$ cat config.mk
export PLATFORM = sky130hd
export DESIGN_NAME = tilelink_ul_buffer_flat
export DESIGN_NICKNAME = d
export VERILOG_FILES = /design/src/rtl/tl_ul_pkg.sv /design/src/rtl/tilelink_ul_buffer_if.sv /design/src/rtl/tl_sync_fifo.sv /design/src/rtl/tilelink_ul_buffer.sv /design/src/flat_wrapper.sv
export SDC_FILE = /design/constraint.sdc
export NUM_CORES = 1
export LEC_CHECK = 0
export ABC_AREA = 1
export CORE_ASPECT_RATIO = 0.5
export CORE_MARGIN = 5
export CORE_UTILIZATION = 50
export DETAILED_ROUTE_END_ITERATION = 10
export GPL_TIMING_DRIVEN = 1
export PLACE_DENSITY = 0.73
export SYNTH_ARGS = -nofsm -noshare
export SYNTH_HDL_FRONTEND = slang
export SYNTH_SLANG_ARGS = --single-unit
$ cat constraint.sdc
create_clock -name clk -period 6.9 [get_ports clk]
set_clock_uncertainty 0.2 [all_clocks]
set_input_delay 0.69 -clock clk [delete_from_list [all_inputs] [get_ports clk]]
set_output_delay 0.69 -clock clk [all_outputs]
set_load 0.02 [all_outputs]
$ cat src/rtl/tl_ul_pkg.sv
// -----------------------------------------------------------------------------
// tl_ul_pkg
// Shared TL-UL definitions for the tilelink_ul_buffer slice:
//   - default field widths
//   - Channel A / Channel D opcode encodings
//   - CH_A_WIDTH / CH_D_WIDTH: width of a channel beat packed MSB..LSB in
//     field order (the valid bit is never packed)
// -----------------------------------------------------------------------------
package tl_ul_pkg;

  localparam int unsigned TL_ADDR_WIDTH   = 32;
  localparam int unsigned TL_DATA_WIDTH   = 32;
  localparam int unsigned TL_MASK_WIDTH   = TL_DATA_WIDTH / 8;
  localparam int unsigned TL_SIZE_WIDTH   = 3;
  localparam int unsigned TL_SRC_WIDTH    = 2;
  localparam int unsigned TL_SINK_WIDTH   = 1;
  localparam int unsigned TL_OPCODE_WIDTH = 3;
  localparam int unsigned TL_PARAM_WIDTH  = 3;

  typedef enum logic [2:0] {
    TL_A_PUT_FULL_DATA    = 3'd0,
    TL_A_PUT_PARTIAL_DATA = 3'd1,
    TL_A_GET              = 3'd4
  } tl_a_opcode_e;

  typedef enum logic [2:0] {
    TL_D_ACCESS_ACK      = 3'd0,
    TL_D_ACCESS_ACK_DATA = 3'd1
  } tl_d_opcode_e;

  // {opcode, param, size, source, address, mask, data}
  function automatic int unsigned CH_A_WIDTH(
    input int unsigned opcode_w,
    input int unsigned param_w,
    input int unsigned size_w,
    input int unsigned src_w,
    input int unsigned addr_w,
    input int unsigned mask_w,
    input int unsigned data_w
  );
    return opcode_w + param_w + size_w + src_w + addr_w + mask_w + data_w;
  endfunction

  // {opcode, param, size, source, sink, data, error}
  function automatic int unsigned CH_D_WIDTH(
    input int unsigned opcode_w,
    input int unsigned param_w,
    input int unsigned size_w,
    input int unsigned src_w,
    input int unsigned sink_w,
    input int unsigned data_w
  );
    return opcode_w + param_w + size_w + src_w + sink_w + data_w + 1;
  endfunction

endpackage

$ cat src/rtl/tilelink_ul_buffer_if.sv
// -----------------------------------------------------------------------------
// tilelink_ul_buffer_if
// One TL-UL link (Channel A and Channel D) between a master and a slave.
//   modport master : drives Channel A, receives Channel D
//   modport slave  : receives Channel A, drives Channel D
// Parameters mirror the TL-UL field widths of tl_ul_pkg.
// -----------------------------------------------------------------------------
interface tilelink_ul_buffer_if
  import tl_ul_pkg::*;
#(
  parameter int unsigned ADDR_WIDTH   = TL_ADDR_WIDTH,
  parameter int unsigned DATA_WIDTH   = TL_DATA_WIDTH,
  parameter int unsigned MASK_WIDTH   = DATA_WIDTH / 8,
  parameter int unsigned SIZE_WIDTH   = TL_SIZE_WIDTH,
  parameter int unsigned SRC_WIDTH    = TL_SRC_WIDTH,
  parameter int unsigned SINK_WIDTH   = TL_SINK_WIDTH,
  parameter int unsigned OPCODE_WIDTH = TL_OPCODE_WIDTH,
  parameter int unsigned PARAM_WIDTH  = TL_PARAM_WIDTH
);

  // Channel A
  logic                    a_valid;
  logic                    a_ready;
  logic [OPCODE_WIDTH-1:0] a_opcode;
  logic [PARAM_WIDTH-1:0]  a_param;
  logic [SIZE_WIDTH-1:0]   a_size;
  logic [SRC_WIDTH-1:0]    a_source;
  logic [ADDR_WIDTH-1:0]   a_address;
  logic [MASK_WIDTH-1:0]   a_mask;
  logic [DATA_WIDTH-1:0]   a_data;

  // Channel D
  logic                    d_valid;
  logic                    d_ready;
  logic [OPCODE_WIDTH-1:0] d_opcode;
  logic [PARAM_WIDTH-1:0]  d_param;
  logic [SIZE_WIDTH-1:0]   d_size;
  logic [SRC_WIDTH-1:0]    d_source;
  logic [SINK_WIDTH-1:0]   d_sink;
  logic [DATA_WIDTH-1:0]   d_data;
  logic                    d_error;

  modport master (
    output a_valid, a_opcode, a_param, a_size, a_source, a_address, a_mask, a_data,
    input  a_ready,
    input  d_valid, d_opcode, d_param, d_size, d_source, d_sink, d_data, d_error,
    output d_ready
  );

  modport slave (
    input  a_valid, a_opcode, a_param, a_size, a_source, a_address, a_mask, a_data,
    output a_ready,
    output d_valid, d_opcode, d_param, d_size, d_source, d_sink, d_data, d_error,
    input  d_ready
  );

endinterface

$ cat src/rtl/tl_sync_fifo.sv
// -----------------------------------------------------------------------------
// tl_sync_fifo
// Single-clock FIFO, DEPTH a power of two >= 2. The head entry is presented
// directly on rdata (no output register), so a push at edge N is visible
// after edge N. No write-through: a full FIFO ignores push even when it pops
// in the same cycle. Storage is cleared by reset.
// Ports:
//   clk, reset_n       clock, asynchronous active-low reset
//   push / wdata       write request and payload
//   pop                read request (ignored when empty)
//   rdata              head entry
//   full / empty       status
//   count              occupancy 0..DEPTH
// -----------------------------------------------------------------------------
module tl_sync_fifo #(
  parameter int unsigned WIDTH = 8,
  parameter int unsigned DEPTH = 4
) (
  input  logic                     clk,
  input  logic                     reset_n,
  input  logic                     push,
  input  logic                     pop,
  input  logic [WIDTH-1:0]         wdata,
  output logic [WIDTH-1:0]         rdata,
  output logic                     full,
  output logic                     empty,
  output logic [$clog2(DEPTH):0]   count
);

  localparam int unsigned PTR_W = $clog2(DEPTH);

  typedef logic [PTR_W-1:0] ptr_t;
  typedef logic [PTR_W:0]   cnt_t;

  localparam cnt_t FULL_COUNT = cnt_t'(DEPTH);

  logic [WIDTH-1:0] mem_q [DEPTH];
  logic [WIDTH-1:0] mem_d [DEPTH];
  ptr_t             wr_ptr_q, wr_ptr_d;
  ptr_t             rd_ptr_q, rd_ptr_d;
  cnt_t             count_q,  count_d;
  logic             do_push, do_pop;

  assign full    = (count_q == FULL_COUNT);
  assign empty   = (count_q == '0);
  assign count   = count_q;
  assign rdata   = mem_q[rd_ptr_q];
  assign do_push = push && !full;
  assign do_pop  = pop && !empty;

  // NOTE: every always_comb output gets a default first so no path can leave
  // it unassigned; that is what keeps latches from being inferred.
  always_comb begin
    mem_d    = mem_q;
    wr_ptr_d = wr_ptr_q;
    rd_ptr_d = rd_ptr_q;
    count_d  = count_q;

    if (do_push) begin
      mem_d[wr_ptr_q] = wdata;
      wr_ptr_d        = wr_ptr_q + ptr_t'(1);  // wraps DEPTH-1 -> 0
    end
    if (do_pop) begin
      rd_ptr_d = rd_ptr_q + ptr_t'(1);
    end

    unique case ({do_push, do_pop})
      2'b10:   count_d = count_q + cnt_t'(1);
      2'b01:   count_d = count_q - cnt_t'(1);
      default: count_d = count_q;
    endcase
  end

  // NOTE: storage is reset along with the pointers so the payload outputs
  // read as zero out of reset instead of whatever the array powered up with.
  // NOTE: sequential state is written with non-blocking assignments only, so
  // every flop samples pre-edge values regardless of statement order.
  always_ff @(posedge clk or negedge reset_n) begin
    if (!reset_n) begin
      for (int i = 0; i < int'(DEPTH); i++) begin
        mem_q[i] <= '0;
      end
      wr_ptr_q <= '0;
      rd_ptr_q <= '0;
      count_q  <= '0;
    end else begin
      mem_q    <= mem_d;
      wr_ptr_q <= wr_ptr_d;
      rd_ptr_q <= rd_ptr_d;
      count_q  <= count_d;
    end
  end

endmodule

$ cat src/rtl/tilelink_ul_buffer.sv
// -----------------------------------------------------------------------------
// tilelink_ul_buffer
// TL-UL buffer decoupling a master port from a slave port with one FIFO per
// channel. Optional source tracking (macro TL_BUF_SRC_TRACK_EN) keeps at most
// one outstanding request per source ID: an A head whose source is already in
// flight is held (no reordering), and a D response for a source that is not
// in flight raises the sticky err_unexpected_d while still being forwarded.
// Without the macro no tracking logic is built and inflight /
// err_unexpected_d read 0.
// Ports:
//   clk, reset_n        clock, asynchronous active-low reset
//   up_if (slave)       link to the master: A in, D out
//   dn_if (master)      link to the slave:  A out, D in
//   a_count, d_count    FIFO occupancies
//   inflight            one bit per source with a request outstanding
//   err_unexpected_d    sticky unexpected-response flag
// Both ready outputs stay low until the first clock edge after reset release.
// -----------------------------------------------------------------------------
module tilelink_ul_buffer
  import tl_ul_pkg::*;
#(
  parameter int unsigned ADDR_WIDTH   = TL_ADDR_WIDTH,
  parameter int unsigned DATA_WIDTH   = TL_DATA_WIDTH,
  parameter int unsigned MASK_WIDTH   = DATA_WIDTH / 8,
  parameter int unsigned SIZE_WIDTH   = TL_SIZE_WIDTH,
  parameter int unsigned SRC_WIDTH    = TL_SRC_WIDTH,
  parameter int unsigned SINK_WIDTH   = TL_SINK_WIDTH,
  parameter int unsigned OPCODE_WIDTH = TL_OPCODE_WIDTH,
  parameter int unsigned PARAM_WIDTH  = TL_PARAM_WIDTH,
  parameter int unsigned A_DEPTH      = 4,
  parameter int unsigned D_DEPTH      = 4
) (
  input  logic                       clk,
  input  logic                       reset_n,
  tilelink_ul_buffer_if.slave        up_if,
  tilelink_ul_buffer_if.master       dn_if,
  output logic [$clog2(A_DEPTH):0]   a_count,
  output logic [$clog2(D_DEPTH):0]   d_count,
  output logic [2**SRC_WIDTH-1:0]    inflight,
  output logic                       err_unexpected_d
);

  localparam int unsigned A_W = CH_A_WIDTH(OPCODE_WIDTH, PARAM_WIDTH, SIZE_WIDTH,
                                           SRC_WIDTH, ADDR_WIDTH, MASK_WIDTH, DATA_WIDTH);
  localparam int unsigned D_W = CH_D_WIDTH(OPCODE_WIDTH, PARAM_WIDTH, SIZE_WIDTH,
                                           SRC_WIDTH, SINK_WIDTH, DATA_WIDTH);

  logic [A_W-1:0] a_wdata, a_rdata;
  logic [D_W-1:0] d_wdata, d_rdata;
  logic           a_full, a_empty, d_full, d_empty;
  logic           a_ready_in, d_ready_in;
  logic           a_valid_out, d_valid_out;
  logic           a_fire_in, a_fire_out, d_fire_in, d_fire_out;
  logic           init_done_q, init_done_d;

  // ---------------------------------------------------------------------------
  // Init gate: readiness is withheld for the first edge after reset release.
  // ---------------------------------------------------------------------------
  always_comb begin
    init_done_d = init_done_q;
    if (!init_done_q) begin
      init_done_d = 1'b1;
    end
  end

  always_ff @(posedge clk or negedge reset_n) begin
    if (!reset_n) begin
      init_done_q <= 1'b0;
    end else begin
      init_done_q <= init_done_d;
    end
  end

  // ---------------------------------------------------------------------------
  // Handshakes
  // ---------------------------------------------------------------------------
  assign a_ready_in  = !a_full && init_done_q;
  assign d_ready_in  = !d_full && init_done_q;
  assign d_valid_out = !d_empty;

  assign a_fire_in  = up_if.a_valid && a_ready_in;
  assign a_fire_out = a_valid_out && dn_if.a_ready;
  assign d_fire_in  = dn_if.d_valid && d_ready_in;
  assign d_fire_out = d_valid_out && up_if.d_ready;

  assign up_if.a_ready = a_ready_in;
  assign dn_if.a_valid = a_valid_out;
  assign dn_if.d_ready = d_ready_in;
  assign up_if.d_valid = d_valid_out;

  // ---------------------------------------------------------------------------
  // Channel A FIFO (master -> slave)
  // ---------------------------------------------------------------------------
  assign a_wdata = {up_if.a_opcode, up_if.a_param, up_if.a_size, up_if.a_source,
                    up_if.a_address, up_if.a_mask, up_if.a_data};
  assign {dn_if.a_opcode, dn_if.a_param, dn_if.a_size, dn_if.a_source,
          dn_if.a_address, dn_if.a_mask, dn_if.a_data} = a_rdata;

  tl_sync_fifo #(
    .WIDTH (A_W),
    .DEPTH (A_DEPTH)
  ) u_a_fifo (
    .clk     (clk),
    .reset_n (reset_n),
    .push    (a_fire_in),
    .pop     (a_fire_out),
    .wdata   (a_wdata),
    .rdata   (a_rdata),
    .full    (a_full),
    .empty   (a_empty),
    .count   (a_count)
  );

  // ---------------------------------------------------------------------------
  // Channel D FIFO (slave -> master)
  // ---------------------------------------------------------------------------
  assign d_wdata = {dn_if.d_opcode, dn_if.d_param, dn_if.d_size, dn_if.d_source,
                    dn_if.d_sink, dn_if.d_data, dn_if.d_error};
  assign {up_if.d_opcode, up_if.d_param, up_if.d_size, up_if.d_source,
          up_if.d_sink, up_if.d_data, up_if.d_error} = d_rdata;

  tl_sync_fifo #(
    .WIDTH (D_W),
    .DEPTH (D_DEPTH)
  ) u_d_fifo (
    .clk     (clk),
    .reset_n (reset_n),
    .push    (d_fire_in),
    .pop     (d_fire_out),
    .wdata   (d_wdata),
    .rdata   (d_rdata),
    .full    (d_full),
    .empty   (d_empty),
    .count   (d_count)
  );

  // ---------------------------------------------------------------------------
  // Source tracking
  // ---------------------------------------------------------------------------
`ifdef TL_BUF_SRC_TRACK_EN
  localparam int unsigned NUM_SRC    = 2**SRC_WIDTH;
  localparam int unsigned A_SRC_LSB  = ADDR_WIDTH + MASK_WIDTH + DATA_WIDTH;

  logic [NUM_SRC-1:0]   inflight_q, inflight_d;
  logic                 err_q, err_d;
  logic [SRC_WIDTH-1:0] a_head_source;
  logic [SRC_WIDTH-1:0] d_in_source;

  assign a_head_source = a_rdata[A_SRC_LSB +: SRC_WIDTH];
  assign d_in_source   = dn_if.d_source;

  // The head blocks the whole queue while its source is outstanding.
  assign a_valid_out = !a_empty && !inflight_q[a_head_source];

  always_comb begin
    inflight_d = inflight_q;
    err_d      = err_q;
    if (d_fire_in) begin
      if (!inflight_q[d_in_source]) begin
        err_d = 1'b1;
      end
      inflight_d[d_in_source] = 1'b0;
    end
    // A head can only issue while its own bit is clear, so a same-cycle
    // clear on that source is itself an unexpected response; the new
    // request wins and stays outstanding.
    if (a_fire_out) begin
      inflight_d[a_head_source] = 1'b1;
    end
  end

  always_ff @(posedge clk or negedge reset_n) begin
    if (!reset_n) begin
      inflight_q <= '0;
      err_q      <= 1'b0;
    end else begin
      inflight_q <= inflight_d;
      err_q      <= err_d;
    end
  end

  assign inflight         = inflight_q;
  assign err_unexpected_d = err_q;
`else
  assign a_valid_out      = !a_empty;
  assign inflight         = '0;
  assign err_unexpected_d = 1'b0;
`endif

endmodule

$ cat src/flat_wrapper.sv
// flat-port wrapper written by rule: the top's interface ports become plain ports
module tilelink_ul_buffer_flat import tl_ul_pkg::*;
#(
  parameter int unsigned ADDR_WIDTH   = TL_ADDR_WIDTH,
  parameter int unsigned DATA_WIDTH   = TL_DATA_WIDTH,
  parameter int unsigned MASK_WIDTH   = DATA_WIDTH / 8,
  parameter int unsigned SIZE_WIDTH   = TL_SIZE_WIDTH,
  parameter int unsigned SRC_WIDTH    = TL_SRC_WIDTH,
  parameter int unsigned SINK_WIDTH   = TL_SINK_WIDTH,
  parameter int unsigned OPCODE_WIDTH = TL_OPCODE_WIDTH,
  parameter int unsigned PARAM_WIDTH  = TL_PARAM_WIDTH,
  parameter int unsigned A_DEPTH      = 4,
  parameter int unsigned D_DEPTH      = 4
)
  (clk, reset_n, a_count, d_count, inflight, err_unexpected_d, up_if_a_valid, up_if_a_opcode, up_if_a_param, up_if_a_size, up_if_a_source, up_if_a_address, up_if_a_mask, up_if_a_data, up_if_a_ready, up_if_d_valid, up_if_d_opcode, up_if_d_param, up_if_d_size, up_if_d_source, up_if_d_sink, up_if_d_data, up_if_d_error, up_if_d_ready, dn_if_a_valid, dn_if_a_opcode, dn_if_a_param, dn_if_a_size, dn_if_a_source, dn_if_a_address, dn_if_a_mask, dn_if_a_data, dn_if_a_ready, dn_if_d_valid, dn_if_d_opcode, dn_if_d_param, dn_if_d_size, dn_if_d_source, dn_if_d_sink, dn_if_d_data, dn_if_d_error, dn_if_d_ready);
  tilelink_ul_buffer_if #(.ADDR_WIDTH(ADDR_WIDTH), .DATA_WIDTH(DATA_WIDTH), .MASK_WIDTH(MASK_WIDTH), .SIZE_WIDTH(SIZE_WIDTH), .SRC_WIDTH(SRC_WIDTH), .SINK_WIDTH(SINK_WIDTH), .OPCODE_WIDTH(OPCODE_WIDTH), .PARAM_WIDTH(PARAM_WIDTH)) up_if_i ();
  tilelink_ul_buffer_if #(.ADDR_WIDTH(ADDR_WIDTH), .DATA_WIDTH(DATA_WIDTH), .MASK_WIDTH(MASK_WIDTH), .SIZE_WIDTH(SIZE_WIDTH), .SRC_WIDTH(SRC_WIDTH), .SINK_WIDTH(SINK_WIDTH), .OPCODE_WIDTH(OPCODE_WIDTH), .PARAM_WIDTH(PARAM_WIDTH)) dn_if_i ();
  input  logic clk;
  input  logic reset_n;
  output logic [$clog2(A_DEPTH):0] a_count;
  output logic [$clog2(D_DEPTH):0] d_count;
  output logic [2**SRC_WIDTH-1:0] inflight;
  output logic err_unexpected_d;
  input wire logic [$bits(up_if_i.a_valid)-1:0] up_if_a_valid;
  input wire logic [$bits(up_if_i.a_opcode)-1:0] up_if_a_opcode;
  input wire logic [$bits(up_if_i.a_param)-1:0] up_if_a_param;
  input wire logic [$bits(up_if_i.a_size)-1:0] up_if_a_size;
  input wire logic [$bits(up_if_i.a_source)-1:0] up_if_a_source;
  input wire logic [$bits(up_if_i.a_address)-1:0] up_if_a_address;
  input wire logic [$bits(up_if_i.a_mask)-1:0] up_if_a_mask;
  input wire logic [$bits(up_if_i.a_data)-1:0] up_if_a_data;
  output wire logic [$bits(up_if_i.a_ready)-1:0] up_if_a_ready;
  output wire logic [$bits(up_if_i.d_valid)-1:0] up_if_d_valid;
  output wire logic [$bits(up_if_i.d_opcode)-1:0] up_if_d_opcode;
  output wire logic [$bits(up_if_i.d_param)-1:0] up_if_d_param;
  output wire logic [$bits(up_if_i.d_size)-1:0] up_if_d_size;
  output wire logic [$bits(up_if_i.d_source)-1:0] up_if_d_source;
  output wire logic [$bits(up_if_i.d_sink)-1:0] up_if_d_sink;
  output wire logic [$bits(up_if_i.d_data)-1:0] up_if_d_data;
  output wire logic [$bits(up_if_i.d_error)-1:0] up_if_d_error;
  input wire logic [$bits(up_if_i.d_ready)-1:0] up_if_d_ready;
  output wire logic [$bits(dn_if_i.a_valid)-1:0] dn_if_a_valid;
  output wire logic [$bits(dn_if_i.a_opcode)-1:0] dn_if_a_opcode;
  output wire logic [$bits(dn_if_i.a_param)-1:0] dn_if_a_param;
  output wire logic [$bits(dn_if_i.a_size)-1:0] dn_if_a_size;
  output wire logic [$bits(dn_if_i.a_source)-1:0] dn_if_a_source;
  output wire logic [$bits(dn_if_i.a_address)-1:0] dn_if_a_address;
  output wire logic [$bits(dn_if_i.a_mask)-1:0] dn_if_a_mask;
  output wire logic [$bits(dn_if_i.a_data)-1:0] dn_if_a_data;
  input wire logic [$bits(dn_if_i.a_ready)-1:0] dn_if_a_ready;
  input wire logic [$bits(dn_if_i.d_valid)-1:0] dn_if_d_valid;
  input wire logic [$bits(dn_if_i.d_opcode)-1:0] dn_if_d_opcode;
  input wire logic [$bits(dn_if_i.d_param)-1:0] dn_if_d_param;
  input wire logic [$bits(dn_if_i.d_size)-1:0] dn_if_d_size;
  input wire logic [$bits(dn_if_i.d_source)-1:0] dn_if_d_source;
  input wire logic [$bits(dn_if_i.d_sink)-1:0] dn_if_d_sink;
  input wire logic [$bits(dn_if_i.d_data)-1:0] dn_if_d_data;
  input wire logic [$bits(dn_if_i.d_error)-1:0] dn_if_d_error;
  output wire logic [$bits(dn_if_i.d_ready)-1:0] dn_if_d_ready;
  assign up_if_i.a_valid = up_if_a_valid;
  assign up_if_i.a_opcode = up_if_a_opcode;
  assign up_if_i.a_param = up_if_a_param;
  assign up_if_i.a_size = up_if_a_size;
  assign up_if_i.a_source = up_if_a_source;
  assign up_if_i.a_address = up_if_a_address;
  assign up_if_i.a_mask = up_if_a_mask;
  assign up_if_i.a_data = up_if_a_data;
  assign up_if_a_ready = up_if_i.a_ready;
  assign up_if_d_valid = up_if_i.d_valid;
  assign up_if_d_opcode = up_if_i.d_opcode;
  assign up_if_d_param = up_if_i.d_param;
  assign up_if_d_size = up_if_i.d_size;
  assign up_if_d_source = up_if_i.d_source;
  assign up_if_d_sink = up_if_i.d_sink;
  assign up_if_d_data = up_if_i.d_data;
  assign up_if_d_error = up_if_i.d_error;
  assign up_if_i.d_ready = up_if_d_ready;
  assign dn_if_a_valid = dn_if_i.a_valid;
  assign dn_if_a_opcode = dn_if_i.a_opcode;
  assign dn_if_a_param = dn_if_i.a_param;
  assign dn_if_a_size = dn_if_i.a_size;
  assign dn_if_a_source = dn_if_i.a_source;
  assign dn_if_a_address = dn_if_i.a_address;
  assign dn_if_a_mask = dn_if_i.a_mask;
  assign dn_if_a_data = dn_if_i.a_data;
  assign dn_if_i.a_ready = dn_if_a_ready;
  assign dn_if_i.d_valid = dn_if_d_valid;
  assign dn_if_i.d_opcode = dn_if_d_opcode;
  assign dn_if_i.d_param = dn_if_d_param;
  assign dn_if_i.d_size = dn_if_d_size;
  assign dn_if_i.d_source = dn_if_d_source;
  assign dn_if_i.d_sink = dn_if_d_sink;
  assign dn_if_i.d_data = dn_if_d_data;
  assign dn_if_i.d_error = dn_if_d_error;
  assign dn_if_d_ready = dn_if_i.d_ready;
  tilelink_ul_buffer #(.ADDR_WIDTH(ADDR_WIDTH), .DATA_WIDTH(DATA_WIDTH), .MASK_WIDTH(MASK_WIDTH), .SIZE_WIDTH(SIZE_WIDTH), .SRC_WIDTH(SRC_WIDTH), .SINK_WIDTH(SINK_WIDTH), .OPCODE_WIDTH(OPCODE_WIDTH), .PARAM_WIDTH(PARAM_WIDTH), .A_DEPTH(A_DEPTH), .D_DEPTH(D_DEPTH)) u_core (.clk(clk), .reset_n(reset_n), .up_if(up_if_i), .dn_if(dn_if_i), .a_count(a_count), .d_count(d_count), .inflight(inflight), .err_unexpected_d(err_unexpected_d));
endmodule
==> qor.csv <==
metric,value,unit
status,"finished, final reports clean",
crit_required,6.01,ns
worstSetupStartpointType,flop,
finalSetupViolations,0,
cts_num_sinks,511,
hold_class,flop to flop,
fin_crit_sh,68.3,%
antenna_found_initial,7,
hold-path-cell-count,2,
r2r_slack,3.61,ns
worstSkewPairLatency,0.59,ns
num_rows,57,
hpwl,39.7,mm
start_util,50.5,%
htreeDepth,2,
synthTopCellsByArea,"dfrtp_1 (52%), nand2_1 (16%), nand4_1 (13%), o21ai_0 (5.2%), nor2_1 (3.8%)",
io_pins,269,
crit_start,u_core.u_a_fifo.rd_ptr_q[0],
rsz0062_at_grt,false,
groute.usage.overall,27.7,%
r2r_cells,6,
yosys_warnings,0,
via_per_inst,6.14,
holdWs,0.275,ns
core,48500,um^2
ys_seq_elements,511,
drv_cap,0,
finalSetupTns,0,ns
cp.arrival,3.83,ns
r2r_start,u_core.init_done_q,
finalNetCount,3207,
via_count,23100,
synthDistinctLibCells,26,
reg2reg_to,u_core.u_d_fifo.mem_q[47],
post_drt_wl_per_cell,20.4,um
first_global_vias,22300,
syn_avg_cell_area,8.13,um^2
gp_congestion,0.815,
utilization,59.4,%
drt_iter0_markers,2671,
synthCells,3010,
min_from,u_core.u_d_fifo.mem_q[129],
dieArea,53800,um^2
ys_seq_area_share,52.2,%
max-slew-margin-rel,22.3,%
path_clk_slew,0.07,ns
dr.pass1.iters,6,
power_density,544,nW/um^2
cts_made_buffers,48,
max_slew.worst_pin.slew,1.17,ns
crit_type,flop to primary output,
cp-end-kind,primary output,
cts_tree,done,
grt_pass1_wl,123,mm
grt_max_degree,132,
synth_top_area_share,52.2,%
final_area,28800,um^2
portBuffers,263,
routed_wl,76.5,mm
grt_overflow,0,
drc,0,
synth_top_area_cell,dfrtp_1,
die_y,166,um
peakVddDrop,0.279,mV
syn2layout_area_growth,17.7,%
drv_slew,0,
die_x,323,um
cts.repair.resized,0,
hold_viol,0,
hold-path-endpoint,u_core.u_d_fifo.mem_q[129],
syn_area,24500,um^2
cts-root-buf,clkbuf_16,
fmax,0.212,GHz
drive_above_1_share,4.96,%
placed_cell_area,27100,um^2
ant_nets,0,
period_needed,4.72,ns
p_leak,0.0139,uW
cp_max_fo,72,
ctsLongestPathBuffers,3,
==> Yosys cell counts (all sizes together) <==
master  count
nand2    1015
dfrtp     511
nand4     504
nor2      252
o21ai     252
buf       155
clkbuf    148
o22ai     124
inv        19
ha         10
nand3       6
xor2        4
a21oi       3
conb        2
fa          2
xnor2       2
or2         1
==> final cells by class <==
| cell class | count | area (um^2) |
|---|---|---|
| diodes | 6 | 15.0 |
| clock buffers | 59 | 1300 |
| clock inverters | 29 | 428 |
| fillers | 4323 | 19700 |
| inverters | 19 | 75.1 |
| multi-input cells | 2181 | 10400 |
| flip-flops and latches | 511 | 12800 |
| well taps | 649 | 812 |
| repair buffers | 304 | 2980 |
==> where the power goes <==
group          switching (uW)  internal (uW)
clock network            1240           1730
logic                    4720           2770
registers                 841           4390
==> how the worst max path moves through the flow <==
stage / endpoint / slack (ns)
2_1_floorplan: u_core.u_d_fifo.count[2] / 4.47
3_3_place_gp: dn_if_a_opcode[2] / 2.85
3_5_place_dp: dn_if_a_opcode[2] / 2.81
4_1_cts: dn_if_a_opcode[2] / 2.17
5_1_grt: up_if_d_data[16] / 1.96
6_report: dn_if_a_opcode[2] / 2.18
==> per-stage QoR <==
step                      instances  worst slack (ns)  power [uW]
after global placement         3663              2.85       12500
after floorplan                3014              4.47        9640
final                          3758              2.18       15700
after detailed placement       3663              2.81       12700
after CTS                      3752              2.17       15700
after global routing           3758              1.96       16700
==> cells by family (layout without fill, tap and decap cells) <==
group | count (synthesis) | count (layout) | synth area share (%)
flip-flops | 511 | 511 | 52.2
buffers and inverters | 322 | 411 | 5.71
adder cells (fa/ha/maj) | 12 | 12 | 0.675
AO/OA/AOI/OAI | 379 | 379 | 8.44
other | 2 | 12 | 0.0307
XOR/XNOR | 6 | 6 | 0.215
AND/OR/NAND/NOR | 1778 | 1778 | 32.7
==> registers in the layout (all words and copies together), names as in the netlist, 2 cells and up <==
name and flops:
u_core.u_d_fifo.count 3, u_core.u_d_fifo.rd_ptr_q 2, u_core.u_a_fifo.count 3, u_core.u_a_fifo.wr_ptr_q 2, u_core.u_d_fifo.wr_ptr_q 2, u_core.u_a_fifo.rd_ptr_q 2
u_core.u_a_fifo.mem_q 316, u_core.u_d_fifo.mem_q 180
==> layer usage <==
metal | track usage [%] | routed length (um) | vias to the layer above
met5 | 0 | 13 | -
met1 | 38.9 | 32400 | 11400
met2 | 44.1 | 36000 | 1039
li1 | - | - | 10500
met3 | 3.60 | 5360 | 170
met4 | 10.9 | 2740 | 2
==> layout by cell type, fill, tap and decap left out, types with 6 or more instances in the layout <==
master / count
buf_4: 39
clkbuf_1: 6
dfrtp_1: 508
o21ai_0: 252
bufinv_16: 10
nand2_1: 1014
clkbuf_16: 49
nor2_1: 251
nand4_1: 496
conb_1: 6
nand3_1: 6
diode_2: 6
clkdlybuf4s50_1: 260
clkinv_2: 10
o22ai_1: 124
inv_1: 14
==> worst max-delay path: stages (launching register included) <==
cell,delay (ns)
dfrtp_4,0.73
inv_4,0.67
buf_4,0.65
o21ai_0,0.18
o22ai_1,0.29
clkdlybuf4s50_1,0.67
==> what timing repair did <==
item | CTS | global route
setup buffers | 0 | 0
endpoints found under the hold margin | 11 | 0
hold buffers | 1 | 0
Note: power is estimated with default switching activity, not from simulation.
